$ cat src/rtl/rpi_readout_port_pkg.sv
// Constants and types shared by the FIFO readout port and the write-side framer.
// An event is TUBE_COUNT tube words followed by a single STOP_WORD terminator.
package readout_pkg;

  localparam int DATA_W          = 16;
  localparam int TUBE_COUNT      = 32;
  localparam int WORDS_PER_EVENT = TUBE_COUNT + 1;

  localparam logic [DATA_W-1:0] STOP_WORD = 16'hFFFF;

  typedef enum logic {
    IDLE = 1'b0,
    WAIT = 1'b1
  } rd_state_t;

  // Tube words carry the tube name in the low byte, which is never 0xFF,
  // so only the terminator can match this.
  function automatic logic is_stop_word(input logic [DATA_W-1:0] w);
    return (w == STOP_WORD);
  endfunction

endpackage

$ cat src/rtl/rpi_readout_port_if.sv
// Read side of the event FIFO: pop strobe out, empty/valid/data back.
// master = readout port, slave = FIFO.
interface rpi_readout_port_if #(
  parameter int DATA_W = 16
) ();

  logic              fifo_empty;
  logic              fifo_valid;
  logic [DATA_W-1:0] fifo_dout;
  logic              fifo_rd_en;

  modport master (
    output fifo_rd_en,
    input  fifo_empty,
    input  fifo_valid,
    input  fifo_dout
  );

  modport slave (
    input  fifo_rd_en,
    output fifo_empty,
    output fifo_valid,
    output fifo_dout
  );

endinterface

$ cat src/rtl/rpi_readout_port_sync_edge_det.sv
// Multi-flop synchroniser for an asynchronous strobe plus a one-cycle
// rising-edge pulse in the destination clock domain.
module sync_edge_det #(
  parameter int SYNC_STAGES = 2
) (
  input  logic clk,
  input  logic rst_n,
  input  logic async_in,
  output logic rise
);

  logic [SYNC_STAGES-1:0] sync_q;
  logic                   prev_q;

  always_ff @(posedge clk or negedge rst_n) begin
    if (!rst_n) begin
      sync_q <= '0;
      prev_q <= 1'b0;
    end else begin
      sync_q <= {sync_q[SYNC_STAGES-2:0], async_in};
      prev_q <= sync_q[SYNC_STAGES-1];
    end
  end

  assign rise = sync_q[SYNC_STAGES-1] & ~prev_q;

endmodule

$ cat src/rtl/rpi_readout_port.sv
// Raspberry Pi readout port: pops one FIFO word per RD_CLK rising edge, holds it
// on otube with rd_valid, and checks event framing (tube words + stop word).
module rpi_readout_port
  import readout_pkg::*;
#(
  parameter int                SYNC_STAGES     = 2,
  parameter int                WORDS_PER_EVENT = readout_pkg::WORDS_PER_EVENT,
  parameter logic [DATA_W-1:0] STOP_WORD       = readout_pkg::STOP_WORD,
  parameter int                RD_TIMEOUT      = 4
) (
  input  logic                      clk,
  input  logic                      rst_n,
  input  logic                      rd_clk_pi,
  input  logic                      rd_en_pi,
  rpi_readout_port_if.master        fifo,
  output logic [DATA_W-1:0]         otube,
  output logic                      rd_valid,
  output logic                      rd_empty,
  output logic [15:0]               event_count,
  output logic                      frame_err,
  output logic                      underflow_err
);

  localparam int IDX_W = $clog2(WORDS_PER_EVENT);
  localparam int TMR_W = $clog2(RD_TIMEOUT + 1);

  logic                   rd_rise;
  logic [SYNC_STAGES-1:0] en_sync_q;
  logic                   en_sync;

  rd_state_t              state_q, state_d;
  logic [TMR_W-1:0]       tmr_q, tmr_d;
  logic                   pop_d;
  logic                   fifo_rd_en_q;
  logic                   clr_valid;
  logic                   accept;
  logic                   timeout;

  logic [IDX_W-1:0]       word_idx;
  logic [IDX_W-1:0]       idx_nxt;
  logic                   evt_done;
  logic                   frm_err_nxt;

  // Wrong-position stop and missing stop both resync the index to zero;
  // exactly one of "last slot" and "stop word" being true is a framing error.
  function automatic void frame_step(
    input  logic [IDX_W-1:0]  idx,
    input  logic [DATA_W-1:0] w,
    output logic [IDX_W-1:0]  idx_n,
    output logic              done,
    output logic              err
  );
    logic last;
    logic stop;
    last  = (idx == IDX_W'(WORDS_PER_EVENT - 1));
    stop  = (w == STOP_WORD);
    idx_n = (last || stop) ? '0 : idx + IDX_W'(1);
    done  = last & stop;
    err   = last ^ stop;
  endfunction

  // Strobe resynchronisation
  sync_edge_det #(
    .SYNC_STAGES (SYNC_STAGES)
  ) u_rd_clk_sync (
    .clk      (clk),
    .rst_n    (rst_n),
    .async_in (rd_clk_pi),
    .rise     (rd_rise)
  );

  always_ff @(posedge clk or negedge rst_n) begin
    if (!rst_n) begin
      en_sync_q <= '0;
    end else begin
      en_sync_q <= {en_sync_q[SYNC_STAGES-2:0], rd_en_pi};
    end
  end

  assign en_sync = en_sync_q[SYNC_STAGES-1];

  // Pop / wait-for-data control
  always_comb begin
    state_d   = state_q;
    tmr_d     = tmr_q;
    pop_d     = 1'b0;
    clr_valid = 1'b0;
    accept    = 1'b0;
    timeout   = 1'b0;
    case (state_q)
      IDLE: begin
        tmr_d = '0;
        if (rd_rise) begin
          clr_valid = 1'b1;
          // The raw empty flag is used so that empty rising together with the
          // strobe suppresses the pop.
          if (en_sync && !fifo.fifo_empty) begin
            pop_d   = 1'b1;
            state_d = WAIT;
          end
        end
      end
      WAIT: begin
        if (fifo.fifo_valid) begin
          accept  = 1'b1;
          state_d = IDLE;
        end else if (tmr_q == TMR_W'(RD_TIMEOUT)) begin
          timeout = 1'b1;
          state_d = IDLE;
        end else begin
          tmr_d = tmr_q + TMR_W'(1);
        end
      end
      default: state_d = IDLE;
    endcase
  end

  always_comb begin
    idx_nxt     = '0;
    evt_done    = 1'b0;
    frm_err_nxt = 1'b0;
    frame_step(word_idx, fifo.fifo_dout, idx_nxt, evt_done, frm_err_nxt);
  end

  // Registered outputs and framing state
  always_ff @(posedge clk or negedge rst_n) begin
    if (!rst_n) begin
      state_q       <= IDLE;
      tmr_q         <= '0;
      fifo_rd_en_q  <= 1'b0;
      rd_valid      <= 1'b0;
      rd_empty      <= 1'b1;
      otube         <= '0;
      word_idx      <= '0;
      event_count   <= '0;
      frame_err     <= 1'b0;
      underflow_err <= 1'b0;
    end else begin
      state_q      <= state_d;
      tmr_q        <= tmr_d;
      fifo_rd_en_q <= pop_d;
      rd_empty     <= fifo.fifo_empty;
      if (accept) begin
        otube    <= fifo.fifo_dout;
        rd_valid <= 1'b1;
        word_idx <= idx_nxt;
        if (evt_done) begin
          event_count <= event_count + 16'd1;
        end
        if (frm_err_nxt) begin
          frame_err <= 1'b1;
        end
      end else if (clr_valid) begin
        rd_valid <= 1'b0;
      end
      if (timeout) begin
        underflow_err <= 1'b1;
      end
    end
  end

  assign fifo.fifo_rd_en = fifo_rd_en_q;

endmodule

$ cat src/flat_wrapper.sv
// flat-port wrapper written by rule: the top's interface ports become plain ports
module rpi_readout_port_flat import readout_pkg::*;
#(
  parameter int                SYNC_STAGES     = 2,
  parameter int                WORDS_PER_EVENT = readout_pkg::WORDS_PER_EVENT,
  parameter logic [DATA_W-1:0] STOP_WORD       = readout_pkg::STOP_WORD,
  parameter int                RD_TIMEOUT      = 4
)
  (clk, rst_n, rd_clk_pi, rd_en_pi, otube, rd_valid, rd_empty, event_count, frame_err, underflow_err, fifo_fifo_rd_en, fifo_fifo_empty, fifo_fifo_valid, fifo_fifo_dout);
  rpi_readout_port_if #(.DATA_W(16)) fifo_i ();
  input  logic clk;
  input  logic rst_n;
  input  logic rd_clk_pi;
  input  logic rd_en_pi;
  output logic [DATA_W-1:0] otube;
  output logic rd_valid;
  output logic rd_empty;
  output logic [15:0] event_count;
  output logic frame_err;
  output logic underflow_err;
  output wire logic [$bits(fifo_i.fifo_rd_en)-1:0] fifo_fifo_rd_en;
  input wire logic [$bits(fifo_i.fifo_empty)-1:0] fifo_fifo_empty;
  input wire logic [$bits(fifo_i.fifo_valid)-1:0] fifo_fifo_valid;
  input wire logic [$bits(fifo_i.fifo_dout)-1:0] fifo_fifo_dout;
  assign fifo_fifo_rd_en = fifo_i.fifo_rd_en;
  assign fifo_i.fifo_empty = fifo_fifo_empty;
  assign fifo_i.fifo_valid = fifo_fifo_valid;
  assign fifo_i.fifo_dout = fifo_fifo_dout;
  rpi_readout_port #(.SYNC_STAGES(SYNC_STAGES), .WORDS_PER_EVENT(WORDS_PER_EVENT), .STOP_WORD(STOP_WORD), .RD_TIMEOUT(RD_TIMEOUT)) u_core (.clk(clk), .rst_n(rst_n), .rd_clk_pi(rd_clk_pi), .rd_en_pi(rd_en_pi), .fifo(fifo_i), .otube(otube), .rd_valid(rd_valid), .rd_empty(rd_empty), .event_count(event_count), .frame_err(frame_err), .underflow_err(underflow_err));
endmodule
$ cat config.mk
export PLATFORM = sky130hd
export DESIGN_NAME = rpi_readout_port_flat
export DESIGN_NICKNAME = d
export VERILOG_FILES = /design/src/rtl/rpi_readout_port_pkg.sv /design/src/rtl/rpi_readout_port_if.sv /design/src/rtl/rpi_readout_port_sync_edge_det.sv /design/src/rtl/rpi_readout_port.sv /design/src/flat_wrapper.sv
export SDC_FILE = /design/constraint.sdc
export NUM_CORES = 1
export LEC_CHECK = 0
export BUFFER_PORTS_ARGS = -buffer_cell sky130_fd_sc_hd__buf_2
export CELL_PAD_IN_SITES_DETAIL_PLACEMENT = 1
export CELL_PAD_IN_SITES_GLOBAL_PLACEMENT = 1
export CORE_ASPECT_RATIO = 0.9
export CORE_UTILIZATION = 43
export CTS_CLUSTER_DIAMETER = 30
export CTS_CLUSTER_SIZE = 16
export DETAILED_ROUTE_END_ITERATION = 8
export GPL_TIMING_DRIVEN = 0
export HOLD_SLACK_MARGIN = 0.06
export PLACE_DENSITY = 0.85
export SLEW_MARGIN = 20
export SYNTH_ARGS = -nofsm -noshare
export SYNTH_HDL_FRONTEND = slang
export SYNTH_HIERARCHICAL = 1
export SYNTH_SLANG_ARGS = --single-unit
$ cat constraint.sdc
create_clock -name clk -period 3.5 [get_ports clk]
set_input_delay 0.175 -clock clk [delete_from_list [all_inputs] [get_ports clk]]
set_output_delay 0.175 -clock clk [all_outputs]
set_load 0.02 [all_outputs]
==> impl_metrics.py, run 1 <==
metrics = {
    "outcome": {
        "run_status": "finished clean",
    },
    "placement": {
        "place.port_buffers": 58,
        "detailedPlacementHpwl_mm": 3.652,
        "placed_cell_areas_sq_um": 2611,
        "number_of_placed_cells_counting_well_taps": 304,
        "gpl.final_weighted_congestion": 0.8102,
    },
    "synth": {
        "yosys_warnings": 6,
        "synth.top_cells.by_area": "sky130_fd_sc_hd__dfrtp_1 (57%), sky130_fd_sc_hd__mux2_2 (8.1%), sky130_fd_sc_hd__xnor2_1 (4.7%)",
        "async_reset_ff_frac": 1.000,
        "number_of_enable_flip_flop_cells_after_synthesis": 0,
        "synth_top_flop_cell": "sky130_fd_sc_hd__dfrtp_1",
        "syn-instance-count": 181,
        "synth_area_per_cell_sq_um": 12.36,
        "portion_of_the_post_synthesis_area_used_by_sequential_elements": 0.5822,
        "synth_fp_nets": 211,
        "synth_area_sq_um": 2237,
        "synth.top_cell.area_share": 0.5705,
        "number_of_flip_flops_and_latches_in_the_synthesized_netlist": 52,
        "synth.largest_area_cell": "sky130_fd_sc_hd__dfrtp_1",
        "yosysUniqueCellTypes": 35,
    },
    "timing": {
        "part_of_the_cycle_the_worst_path_needs": 0.6143,
        "final_hold_viol_count": 0,
        "worst_slew_margin_rel": 0.5627,
        "fin_setup_tns_ns": 0,
        "setup_repair_after_global_routing_missed_its_margin": "false",
        "max_freq_mhz": 465.1,
        "tightest_slew_ns": 0.6560,
        "timing_max_transition_violations_final": 0,
        "final_period_minus_worst_setup_slack_ns": 2.150,
        "timing.final.setup_violations": 0,
        "fin_skew_ns": 0.005605,
    },
    "detailed_routing": {
        "drt_first_pass_iters": 4,
        "route.antenna.remaining_nets": 0,
        "via_count": 1664,
        "finalWirelength_mm": 5.021,
        "drc": 0,
        "via_per_inst": 5.266,
        "drt-wirelength-per-cell_um": 15.89,
        "drt_iter0_drc": 103,
    },
    "cells_and_area": {
        "multi_input_gate_area_in_the_final_layout_sq_um": 879.6,
        "mostFrequentLayoutCell": "sky130_fd_sc_hd__buf_2",
        "layout.cells.most_common_list": "sky130_fd_sc_hd__buf_2 (59), sky130_fd_sc_hd__dfrtp_1 (51), sky130_fd_sc_hd__mux2_2 (16)",
        "final-instance-count-excl-fill": 316,
        "layout.filler_cells": 553,
        "number_of_nets_in_the_finished_design": 280,
        "area_delta_synth_final_pct": 22.71,
        "drive_gt1_frac": 0.3625,
        "postLayoutCellArea_sq_um": 2745,
        "final-seq-area_sq_um": 1303,
        "antenna_cells": 0,
    },
    "global_route": {
        "vias_in_the_first_global_route": 1727,
        "antenna_found_initial": 0,
        "pin_count_of_the_biggest_net_entering_global_routing": 53,
        "grt_total_usage": 0.1985,
        "grt_remaining_overflow": 0,
        "first_pass_grt_wire_length_mm": 8.328,
    },
    "worst_hold_path": {
        "holdCritPathClass": "in -> reg",
    },
    "cts": {
        "clock_tree.htree_level_count": 2,
        "clock_latency_of_the_later_clocked_register_in_the_worst_skew_pair_ns": 0.30,
        "clock_sinks": 52,
        "cts_setup_buffers": 0,
        "cts-buffers-inserted": 5,
        "post_cts_resized": 0,
        "cts_tree": "built",
        "worst_setup_hold_path_clk_slew_ns": 0.09,
        "cts_hold_buf": 4,
        "cell_chosen_for_the_clock_root": "sky130_fd_sc_hd__clkbuf_8",
        "clockBufferDepth": 2,
    },
    "die": {
        "pin_count": 59,
        "rows": 24,
        "fp.dieW_um": 78.03,
        "dieArea_sq_um": 5496,
        "die_height_um": 70.43,
        "design.core.area_sq_um": 4925,
        "initial_utilization": 0.4543,
    },
    "setup_path": {
        "timing.critical_path.to_type": "flip-flop",
        "crit_arrival_ns": 2.38,
        "crit_required_ns": 3.73,
        "setup.worst_path.start_class": "flip-flop",
        "worst-setup-path-type": "reg -> reg",
        "critical_path_peak_fanout": 6,
    },
    "pwr": {
        "p_leak_nw": 1.385,
        "vdd_drop_max_uv": 398.0,
        "cellPowerDensity_nw_per_um2": 525.6,
    },
    "job": {
        "cap_violations": 0,
    },
}
==> state kept, by name, summed over array words and instances (netlist names) <==
signal / flops
u_core/event_count: 16
u_core/otube: 16
u_core/word_idx: 6
u_core/tmr_q: 3
u_core/en_sync_q: 2
u_core/u_rd_clk_sync/sync_q: 2
u_core/fifo.fifo_rd_en: 1
u_core/frame_err: 1
u_core/rd_empty: 1
u_core/rd_valid: 1
u_core/state_q: 1
u_core/u_rd_clk_sync/prev_q: 1
u_core/underflow_err: 1
==> synth_stat cells, types with 2 or more instances <==
| library cell | count |
|---|---|
| sky130_fd_sc_hd__a21oi_1 | 4 |
| sky130_fd_sc_hd__a31o_2 | 2 |
| sky130_fd_sc_hd__and3_1 | 3 |
| sky130_fd_sc_hd__and4_1 | 2 |
| sky130_fd_sc_hd__buf_2 | 2 |
| sky130_fd_sc_hd__dfrtp_1 | 51 |
| sky130_fd_sc_hd__ha_1 | 8 |
| sky130_fd_sc_hd__inv_1 | 9 |
| sky130_fd_sc_hd__mux2_2 | 16 |
| sky130_fd_sc_hd__nand2_1 | 13 |
| sky130_fd_sc_hd__nand2b_1 | 2 |
| sky130_fd_sc_hd__nand3_1 | 8 |
| sky130_fd_sc_hd__nand4_1 | 11 |
| sky130_fd_sc_hd__nor2_1 | 4 |
| sky130_fd_sc_hd__nor2b_1 | 3 |
| sky130_fd_sc_hd__nor3_1 | 2 |
| sky130_fd_sc_hd__nor4bb_1 | 2 |
| sky130_fd_sc_hd__o21ai_0 | 8 |
| sky130_fd_sc_hd__xnor2_1 | 12 |
| sky130_fd_sc_hd__xor2_1 | 4 |
==> kinds of logic after synthesis <==
group	count (synthesis)	synth area share
xor gates and xnor gates	16	0.06264
and+or+nand+nor	58	0.1561
buffers and inverters	13	0.02461
DFF	52	0.5822
adders and majority gates	8	0.04474
muxes	16	0.08054
AOI/OAI and AO/OA	18	0.04922
==> final timing paths <==
path | cells past startpoint | to | slack, ns | startpoint
max | 9 | u_core/event_count[7] | 1.35 | u_core/word_idx[0]
min | 2 | u_core/otube[7] | 0.12 | fifo_fifo_dout[7]
max reg2reg | 9 | u_core/event_count[7] | 1.35 | u_core/word_idx[0]
min reg2reg | 0 | u_core/en_sync_q[1] | 0.36 | u_core/en_sync_q[0]
max in group asynchronous | 2 | u_core/word_idx[5] | 2.62 | rst_n
min in group asynchronous | 2 | u_core/state_q | 0.44 | rst_n
==> per-stage QoR <==
step | hold slack [ns] | setup slack, ns | util | power [mW]
after global routing | 0.1140 | 1.176 | 0.5574 | 1.521
final | 0.1181 | 1.350 | 0.5574 | 1.443
after global placement | 0.2863 | 1.374 | 0.5297 | 1.078
after CTS | 0.1120 | 1.334 | 0.5574 | 1.462
after floorplan | -0.1206 | 1.616 | - | 0.9577
after detailed placement | 0.2490 | 1.307 | 0.5302 | 1.097
==> layer usage <==
| metal | up-vias | GRT usage | part of all wire |
|---|---|---|---|
| met5 | - | 0 | 0 |
| met4 | 0 | 0.09465 | 0.029 |
| met3 | 15 | 0.04314 | 0.036 |
| met2 | 44 | 0.3274 | 0.51 |
| met1 | 836 | 0.2483 | 0.43 |
| li1 | 769 | - | - |
==> where the power goes <==
group	internal (mW)	leakage [nW]	switching (mW)
combinational	0.144	0.669	0.209
sequential	0.687	0.671	0.0509
clock	0.161	0.0445	0.191
total	0.992	1.39	0.451
==> area by class of cell <==
class,count,area share
inverters,9,0.01231
flip-flops and latches,52,0.4745
clock inverters,1,0.002735
clock buffers,7,0.03145
repair buffers,62,0.1212
well taps,65,0.02963
multi-input cells,116,0.3204
plain buffers,4,0.007748
==> worst max-delay path, cell delays in order, from the launching register on <==
cell,delay (ns)
sky130_fd_sc_hd__dfrtp_1,0.42
sky130_fd_sc_hd__inv_1,0.08
sky130_fd_sc_hd__ha_1,0.15
sky130_fd_sc_hd__nand2_1,0.06
sky130_fd_sc_hd__nor4_1,0.28
sky130_fd_sc_hd__ha_1,0.24
sky130_fd_sc_hd__nand3_1,0.15
sky130_fd_sc_hd__nor2_2,0.29
sky130_fd_sc_hd__and4_1,0.24
sky130_fd_sc_hd__xor2_1,0.16
(Power assumes the default switching activity.)
==> run 2: changes to the inputs <==
Settings changed: ABC_AREA from default to 1, CORE_UTILIZATION 43 to 35, PLACE_DENSITY 0.85 to 0.78.
Clock period 3.5 ns to 1.9 ns, I/O delays scaled along.
==> run 2 against run 1 <==
Against the previous run:
- global-route usage decreased by 0.71 points
- sequential power is 91% higher
- setup slack worse by 1.2 ns
- flip-flop and latch count did not move
- count of clock-buffer cells in the layout is the same
- first-iteration DRC count decreased by 17%
- total power increased by 87%
- wire length increased by 26%
- clock skew decreased by 0.0016 ns
- critical path type unchanged
- critical endpoint is now u_core/event_count[15]
- largest power group unchanged
==> impl_metrics.py, run 2 <==
metrics = {
    "die": {
        "dieArea_sq_um": 7174,
        "rows": 28,
        "design.core.area_sq_um": 6586,
        "fp.dieW_um": 89.17,
        "pin_count": 59,
        "die_height_um": 80.45,
        "initial_utilization": 0.3634,
    },
    "global_route": {
        "grt_total_usage": 0.1915,
        "vias_in_the_first_global_route": 2225,
        "first_pass_grt_wire_length_mm": 10.41,
        "pin_count_of_the_biggest_net_entering_global_routing": 53,
        "antenna_found_initial": 0,
        "grt_remaining_overflow": 0,
    },
    "setup_path": {
        "reg2reg_setup_slack_ns": 0.14,
        "setup.worst_path.start_class": "flip-flop",
        "crit_top_cell": "sky130_fd_sc_hd__inv_1",
        "worst_r2r_startpoint": "u_core/word_idx[0]",
        "crit_required_ns": 2.10,
        "crit_arrival_ns": 1.95,
        "cp_cell_sequence": "inv_1 > ha_1 > nand3_2 > inv_1 > ha_4 > inv_1 > nor2_4 > nand3_2 > o21bai_1 > nand2_1",
        "critical-path-slowest-cell": "sky130_fd_sc_hd__dfrtp_1",
        "timing.critical_path.to_type": "flip-flop",
        "rr_endpoint": "u_core/event_count[15]",
        "critical_path_peak_fanout": 5,
        "reg2reg_depth": 10,
        "worstSetupEndpoint": "u_core/event_count[15]",
        "cp-startpoint": "u_core/word_idx[0]",
        "cp_slowest_stage_delay_ns": 0.41,
        "worst-setup-path-type": "reg -> reg",
    },
    "cts": {
        "clockBufferDepth": 2,
        "clock_latency_of_the_later_clocked_register_in_the_worst_skew_pair_ns": 0.30,
        "cts_tree": "built",
        "clock_tree.htree_level_count": 2,
        "cts-buffers-inserted": 5,
        "worst_setup_hold_path_clk_slew_ns": 0.09,
        "clock_sinks": 52,
        "cell_chosen_for_the_clock_root": "sky130_fd_sc_hd__clkbuf_8",
    },
    "cells_and_area": {
        "largest_registers_in_the_final_layout": "u_core/event_count (16), u_core/otube (16), u_core/word_idx (6)",
        "area_delta_synth_final_pct": 31.42,
        "drive_gt1_frac": 0.2473,
        "number_of_nets_in_the_finished_design": 393,
        "antenna_cells": 0,
        "post-route-util": 0.4776,
        "layout.cells.most_common_list": "sky130_fd_sc_hd__nand2_1 (93), sky130_fd_sc_hd__buf_2 (61), sky130_fd_sc_hd__dfrtp_1 (51)",
        "mostFrequentLayoutCell": "sky130_fd_sc_hd__nand2_1",
    },
    "synth": {
        "synth_area_sq_um": 2394,
        "yosysMostFrequentCell": "sky130_fd_sc_hd__nand2_1",
        "yosys-top-cells-count": "sky130_fd_sc_hd__nand2_1 (93), sky130_fd_sc_hd__dfrtp_1 (51), sky130_fd_sc_hd__inv_1 (30), sky130_fd_sc_hd__nor2_1 (23), sky130_fd_sc_hd__nand3_1 (16)",
        "synth.top_cell.area_share": 0.5332,
        "synth_area_in_xor_xnor": 0.03293,
        "synthMuxAreaShare": 0,
        "synth.largest_area_cell": "sky130_fd_sc_hd__dfrtp_1",
        "number_of_enable_flip_flop_cells_after_synthesis": 0,
        "yosysUniqueCellTypes": 26,
        "synth_simple_gate_area_share": 0.2875,
        "synth_top_flop_cell": "sky130_fd_sc_hd__dfrtp_1",
        "synth_area_per_cell_sq_um": 8.736,
        "syn-instance-count": 274,
        "portion_of_the_post_synthesis_area_used_by_sequential_elements": 0.5442,
        "synth_compound_gate_area_share": 0.03659,
        "async_reset_ff_frac": 1.000,
        "synth_fp_nets": 304,
        "largest_family_of_logic_cells_by_synthesized_area": "simple AND/OR/NAND/NOR gates",
        "synth.top_cells.by_area": "sky130_fd_sc_hd__dfrtp_1 (53%), sky130_fd_sc_hd__nand2_1 (15%), sky130_fd_sc_hd__inv_1 (4.7%)",
        "number_of_flip_flops_and_latches_in_the_synthesized_netlist": 52,
        "post_synth_fa_ha_maj_area_fraction": 0.04182,
        "yosys_warnings": 6,
    },
    "timing": {
        "worst_slew_margin_rel": 0.5612,
        "final_period_minus_worst_setup_slack_ns": 1.756,
        "fin_setup_tns_ns": 0,
        "fin_skew_ns": 0.003997,
        "part_of_the_cycle_the_worst_path_needs": 0.9242,
        "tightest_slew_ns": 0.6583,
        "timing_max_transition_violations_final": 0,
        "timing.final.setup_violations": 0,
        "final_hold_viol_count": 0,
        "max_freq_mhz": 569.5,
    },
    "detailed_routing": {
        "drt-wirelength-per-cell_um": 13.98,
        "drc": 0,
        "drt_first_pass_iters": 4,
        "via_count": 2109,
        "route.antenna.remaining_nets": 0,
        "via_per_inst": 4.645,
        "drt_iter0_drc": 86,
        "finalWirelength_mm": 6.348,
    },
    "placement": {
        "gpl.final_weighted_congestion": 0.7560,
        "detailedPlacementHpwl_mm": 4.413,
        "place.port_buffers": 58,
    },
    "worst_hold_path": {
        "min_from": "fifo_fifo_valid",
        "holdCritPathClass": "in -> reg",
    },
    "pwr": {
        "vdd_drop_max_uv": 557.8,
        "p_leak_nw": 1.640,
        "cellPowerDensity_nw_per_um2": 858.2,
        "p_total_mw": 2.700,
    },
    "job": {
        "cap_violations": 0,
    },
    "outcome": {
        "run_status": "finished clean",
    },
}
==> run 2: cell families (layout without fill, tap and decap cells) <==
| group | Yosys count | in the layout |
|---|---|---|
| and+or+nand+nor | 154 | 154 |
| DFF | 52 | 52 |
| buffers and inverters | 35 | 125 |
| AOI/OAI and AO/OA | 16 | 16 |
| xor gates and xnor gates | 9 | 9 |
| adders and majority gates | 8 | 8 |
==> run 2: timing repair <==
action,4_1_cts,5_1_grt
resized for setup,0,6
endpoints found under the hold margin,71,0
buffers inserted,0,4
hold buffers,20,0
setup endpoints to repair,0,11
==> run 2: cell type report <==
| class | instances | area, sq um |
|---|---|---|
| inverter | 31 | 116.4 |
| fill | 839 | 3441 |
| sequential | 52 | 1303 |
| tap | 90 | 112.6 |
| buffer | 4 | 20.02 |
| clock inverter | 1 | 5.005 |
| multi-input combinational | 187 | 989.7 |
| timing repair buffer | 82 | 523.0 |
| clock buffer | 7 | 76.32 |
==> run 2: metrics by stage <==
stage | instances | setup WS, ns | instance area [sq um] | hold WS (ns)
5_1_grt | 454 | -0.009488 | 3146 | 0.09652
3_3_place_gp | 422 | 0.1002 | 2796 | 0.2055
3_5_place_dp | 422 | 0.03353 | 2799 | 0.1773
6_report | 454 | 0.1440 | 3146 | 0.09200
4_1_cts | 450 | 0.01967 | 3080 | 0.07836
2_1_floorplan | 274 | 0.3139 | 2394 | -0.2006
==> run 2: layer usage <==
metal	routed length, um	GRT usage	part of all wire	vias to the layer above
met4	93	0.05714	0.015	0
met2	3140	0.3328	0.49	46
met5	0	0	0	-
met1	2920	0.2362	0.46	1027
li1	-	-	-	1029
met3	194	0.04111	0.031	7
==> run 2: how the worst min path moves through the flow <==
stage                                                 to  depth (start not counted)
after detailed placement                 u_core/otube[7]                          1
after global placement    u_core/u_rd_clk_sync/sync_q[0]                          1
after global routing                u_core/underflow_err                          2
after floorplan                      u_core/en_sync_q[0]                          0
final                               u_core/underflow_err                          2
after CTS                           u_core/underflow_err                          2
==> run 2: critical path: cells and delay by family (launching register included) <==
kind	cells	cell delay, ns
buffers and inverters	3	0.28
AND/OR/NAND/NOR	4	0.45
adder cells (fa/ha/maj)	2	0.34
AO/OA/AOI/OAI	1	0.17
flip-flops	1	0.41
==> run 2: where the power goes <==
group / internal, mW / leakage [nW] / switching (mW)
Sequential: 1.28 / 0.657 / 0.126
Clock: 0.260 / 0.0422 / 0.354
Combinational: 0.255 / 0.941 / 0.422
